<file path="src/rtl/quad_decoder.sv">
// Quadrature encoder front end: synchronizes and glitch-filters A/B/Z, decodes x4 Gray
// transitions into step/direction/index-load strobes for the position counter.
module quad_decoder #(
    parameter int SYNC_STAGES   = 2,
    parameter int FILTER_CYCLES = 4
) (
    input  logic clk_i,
    input  logic rst_i,
    input  logic enc_a_i,
    input  logic enc_b_i,
    input  logic enc_z_i,
    input  logic enable_i,
    input  logic index_en_i,
    input  logic err_clr_i,
    output logic step_o,
    output logic dir_o,
    output logic load_o,
    output logic err_o,
    output logic err_flag_o,
    output logic ready_o
);

    localparam int FW    = $clog2(FILTER_CYCLES + 1);
    localparam int BLANK = SYNC_STAGES + FILTER_CYCLES + 1;
    localparam int BW    = $clog2(BLANK + 1);

    // True when an AB transition follows the A-leads sequence 00->10->11->01->00.
    function automatic logic is_up(input logic [1:0] from, input logic [1:0] to);
        logic up;
        up = 1'b0;
        case (from)
            2'b00:   up = (to == 2'b10);
            2'b10:   up = (to == 2'b11);
            2'b11:   up = (to == 2'b01);
            default: up = (to == 2'b00);
        endcase
        return up;
    endfunction

    // Stage p0: per-channel synchronizer chains, index 0 is the pin-facing flop.
    logic [SYNC_STAGES-1:0] sync_a_p0, sync_b_p0, sync_z_p0;
    logic [2:0]             s_p0;

    always_ff @(posedge clk_i) begin
        if (rst_i) begin
            sync_a_p0 <= '0;
            sync_b_p0 <= '0;
            sync_z_p0 <= '0;
        end else begin
            sync_a_p0 <= {sync_a_p0[SYNC_STAGES-2:0], enc_a_i};
            sync_b_p0 <= {sync_b_p0[SYNC_STAGES-2:0], enc_b_i};
            sync_z_p0 <= {sync_z_p0[SYNC_STAGES-2:0], enc_z_i};
        end
    end

    assign s_p0 = {sync_z_p0[SYNC_STAGES-1], sync_b_p0[SYNC_STAGES-1], sync_a_p0[SYNC_STAGES-1]};

    // Stage p1: glitch filters; bit 0 = A, bit 1 = B, bit 2 = Z.
    logic [2:0]    f_p1;
    logic [FW-1:0] fcnt_p1 [3];

    always_ff @(posedge clk_i) begin
        if (rst_i) begin
            f_p1 <= '0;
            for (int i = 0; i < 3; i++) fcnt_p1[i] <= '0;
        end else begin
            for (int i = 0; i < 3; i++) begin
                if (s_p0[i] != f_p1[i]) begin
                    if (fcnt_p1[i] == FW'(FILTER_CYCLES - 1)) begin
                        f_p1[i]    <= s_p0[i];
                        fcnt_p1[i] <= '0;
                    end else begin
                        fcnt_p1[i] <= fcnt_p1[i] + FW'(1);
                    end
                end else begin
                    fcnt_p1[i] <= '0;
                end
            end
        end
    end

    // Stage p2: previous filtered state, startup blanking and registered strobes.
    logic [1:0]    ab_p1;
    logic [1:0]    prev_ab_p2;
    logic          prev_z_p2;
    logic [1:0]    diff;
    logic [BW-1:0] blank_cnt;
    logic          blank_done;
    logic          active;
    logic          single;
    logic          dbl;

    assign ab_p1      = {f_p1[0], f_p1[1]};
    assign diff       = ab_p1 ^ prev_ab_p2;
    assign blank_done = (blank_cnt == BW'(BLANK));
    assign active     = blank_done && enable_i;
    assign single     = (diff == 2'b01) || (diff == 2'b10);
    assign dbl        = (diff == 2'b11);

    always_ff @(posedge clk_i) begin
        if (rst_i) begin
            prev_ab_p2 <= '0;
            prev_z_p2  <= 1'b0;
            blank_cnt  <= '0;
            ready_o    <= 1'b0;
            step_o     <= 1'b0;
            dir_o      <= 1'b1;
            load_o     <= 1'b0;
            err_o      <= 1'b0;
            err_flag_o <= 1'b0;
        end else begin
            prev_ab_p2 <= ab_p1;
            prev_z_p2  <= f_p1[2];
            if (!blank_done) blank_cnt <= blank_cnt + BW'(1);
            ready_o <= blank_done;
            step_o  <= active && single;
            if (active && single) dir_o <= is_up(prev_ab_p2, ab_p1);
            err_o   <= active && dbl;
            load_o  <= active && index_en_i && !prev_z_p2 && f_p1[2];
            // A fresh error outranks a simultaneous clear request.
            if (active && dbl) err_flag_o <= 1'b1;
            else if (err_clr_i) err_flag_o <= 1'b0;
        end
    end

endmodule

</file>
<file path="config.mk">
export PLATFORM = sky130hd
export DESIGN_NAME = quad_decoder
export DESIGN_NICKNAME = d
export VERILOG_FILES = /design/src/rtl/quad_decoder.sv
export SDC_FILE = /design/constraint.sdc
export NUM_CORES = 1
export LEC_CHECK = 0
export BUFFER_PORTS_ARGS = -buffer_cell sky130_fd_sc_hd__clkbuf_2
export CAP_MARGIN = 20
export CORE_AREA = 4 4 55 57
export CTS_BUF_LIST = sky130_fd_sc_hd__clkbuf_2 sky130_fd_sc_hd__clkbuf_4 sky130_fd_sc_hd__clkbuf_8
export CTS_CLUSTER_DIAMETER = 30
export CTS_CLUSTER_SIZE = 40
export DETAILED_ROUTE_END_ITERATION = 10
export DIE_AREA = 0 0 59 61
export GPL_ROUTABILITY_DRIVEN = 0
export GPL_TIMING_DRIVEN = 0
export PLACE_DENSITY_LB_ADDON = 0.08
export SLEW_MARGIN = 10
export SYNTH_ARGS = -nofsm -noshare
export SYNTH_HDL_FRONTEND = slang
export SYNTH_SLANG_ARGS = --single-unit
export TNS_END_PERCENT = 1
</file>
<file path="constraint.sdc">
create_clock -name clk_i -period 2.6 [get_ports clk_i]
set_input_delay 0.52 -clock clk_i [delete_from_list [all_inputs] [get_ports clk_i]]
set_output_delay 0.52 -clock clk_i [all_outputs]
set_load 0.005 [all_outputs]
</file>
==> reports/metrics.cfg <==
[floorplanning]
dieWidth_um = 59
die_h_um = 61
die_area_mm2 = 0.003599
num_rows = 18
core_mm2 = 0.002477
pin_count = 14
start_util_pct = 48.33

[setup_path]
cp.required_ns = 2.79
critical_path_peak_fanout = 3
crit_path_frequent_cell = ha_1
cp-start-kind = register
crit_type = register to register
crit_path_cell_trace = ha_1 > ha_1 > or3_4 > nor2_2
cpMaxStageDelayCell = edfxtp_1
crit_path_max_incr_delay_ns = 0.42
cp-end-kind = register
worst_ep_arrival_time_ns = 1.69

[clocking]
cts_tree = yes
hold_buffers = 0
cts_setup_buffers = 0
clk_path_buf_depth = 2
cts-root-buf = clkbuf_4
htreeDepth = 2
cts_buffers = 5
cts.sinks = 30
clk_pin_slew_ns = 0.09
worstSkewPairLatency_ns = 0.32
cts_resized = 0

[synth]
post_synth.cell_area_avg_um2 = 11.63
synth.distinct_cells = 22
ys_warn_count = 0
syn-cell-area_mm2 = 0.001197
ys_ff_latch = 30
synth_seq_area_share_pct = 57.68
synthCells = 103

[power_and_ir_drop]
power.share.combinational_pct = 5.3
p_per_area_mw_per_mm2 = 599.3
p_sw_w = 0.0001762
intPower_w = 0.0006569
clkPwrFrac_pct = 34.1
switching_share_pct = 21.15
power_leakage_nw = 0.6208
seqPwrFrac_pct = 60.5
vdd_drop_max_v = 0.0003508

[route]
final_antenna_net_count = 0
num_vias = 719
wirelength_mm = 1.664
vias_per_cell = 4.438
drcViolationCount = 0
first_iter_violations = 6
dr.pass1.iters = 4
wl_per_cell_um = 10.27

[global_route]
grt_pass1_vias = 704
antenna_found_initial = 0
grt_pass1_wl_mm = 2.925
track_usage_pct = 11.73
gr-total-overflow = 0
grt_max_degree = 11

[placement]
place.detailed.hpwl_mm = 1.245
io_buffer_count = 13

[cells_and_area]
n_fill_cell = 226
drive_gt1_share_pct = 25.00
utilization_pct = 56.11
layout_commonest_cell = dfxtp_1
final_cell_mix = dfxtp_1, clkbuf_2, nor2_1
multi_input_area_um2 = 499.2
area_growth_syn_to_layout_pct = 16.09
final_nets = 148
seqCellArea_um2 = 690.7
num_antenna_cells = 0

[timing]
skew_ns = 0.007246
fin_crit_ns = 1.498
final_max_slew_viol_count = 0
setup-violations-final = 0
final_hold_viol_count = 0
period_share_pct = 57.63
fin_tns_setup_ns = 0
rsz0062_at_grt = false
fmax_mhz = 667.4

[worst_hold_path]
hp-class = input pin to register

[flow_run]
cap_violations = 0

[status]
status = finished, final reports clean

metal layers:
| layer | vias up | share of wire (%) | track usage [%] |
|---|---|---|---|
| li1 | 382 | - | - |
| met1 | 320 | 44 | 11.18 |
| met2 | 13 | 49 | 20.03 |
| met3 | 4 | 5.5 | 7.021 |
| met4 | 0 | 1.6 | 5.825 |
| met5 | - | 0 | 0 |
power by group through the flow:
stage | logic [W] | clock network (W) | registers (W)
3_3_place_gp | 0.0000435 | 0 | 0.000515
5_1_grt | 0.0000536 | 0.000329 | 0.000506
3_5_place_dp | 0.0000452 | 0 | 0.000516
2_1_floorplan | 0.0000332 | 0 | 0.000513
4_1_cts | 0.0000454 | 0.000299 | 0.000505
6_report | 0.0000446 | 0.000284 | 0.000504
registers in the layout, indices dropped and copies added (netlist names), 2 cells and up:
register / flops
fcnt_p1: 9
blank_cnt: 3
f_p1: 3
prev_ab_p2: 2
sync_a_p0: 2
sync_b_p0: 2
sync_z_p0: 2
cell type report:
type                            instances  area share, %
Inverter                                6          1.620
Sequential cell                        30          49.69
Buffer                                  3          1.080
Multi-Input combinational cell         72          35.91
Clock buffer                            8          4.320
Timing Repair Buffer                   13          4.680
Tap cell                               30          2.700
per-stage QoR:
stage	worst slack [ns]	hold slack, ns	total power (W)	instance area, um2	instances
after floorplan	1.203	0.4138	0.0005466	1227	111
final	1.102	0.4050	0.0008331	1390	162
after global placement	1.149	0.4253	0.0005582	1330	154
after global routing	1.025	0.3853	0.0008888	1390	162
after CTS	1.078	0.3962	0.0008494	1390	162
after detailed placement	1.103	0.4261	0.0005607	1330	154
worst max-delay path, delay by kind of cell (launching register included):
family | cells | cell delay, ns
simple gates | 2 | 0.51
fa+ha+maj | 2 | 0.43
flops | 1 | 0.42
synthesized netlist by cell type:
cell      number  share of area [%]
or3_1          1               0.52
conb_1         1               0.31
o31ai_1        1               0.63
or3_4          2                1.9
ha_1           9                9.4
clkbuf_2       1               0.42
nand4b_1       1               0.73
inv_1          6                1.9
mux2i_1        5                4.2
a21oi_1        2               0.84
nor2_1        12                3.8
nor2b_1        9                4.7
dfxtp_1       21                 35
nand3_1        2               0.84
nand2_1        2               0.63
nor2b_2        1               0.73
buf_2          2               0.84
xor2_1         4                2.9
xnor2_1        4                2.9
nor2_2         6                3.1
nand2b_1       2                1.0
edfxtp_1       9                 23
final timing paths:
| check | startpoint | to | slack (ns) | cells after the start |
|---|---|---|---|---|
| min | enc_z_i | sync_z_p0[0]$_SDFF_PP0_ | 0.40 | 2 |
| max reg2reg | fcnt_p1[1][0]$_SDFFCE_PP0P_ | fcnt_p1[1][0]$_SDFFCE_PP0P_ | 1.10 | 4 |
| min reg2reg | sync_b_p0[0]$_SDFF_PP0_ | sync_b_p0[1]$_SDFF_PP0_ | 0.43 | 1 |
| max | fcnt_p1[1][0]$_SDFFCE_PP0P_ | fcnt_p1[1][0]$_SDFFCE_PP0P_ | 1.10 | 4 |
logic make-up (layout without fill, tap and decap cells):
family,count (synthesis),after routing,synth area share (%)
compound gates,3,3,1.463
other cells,1,9,0.3132
buf+inv,9,30,3.134
flops,30,30,57.68
mux,5,5,4.180
fa+ha+maj,9,9,9.405
xor+xnor,8,8,5.851
simple gates,38,38,17.97
No activity file was read; power rests on OpenSTA's default activity.
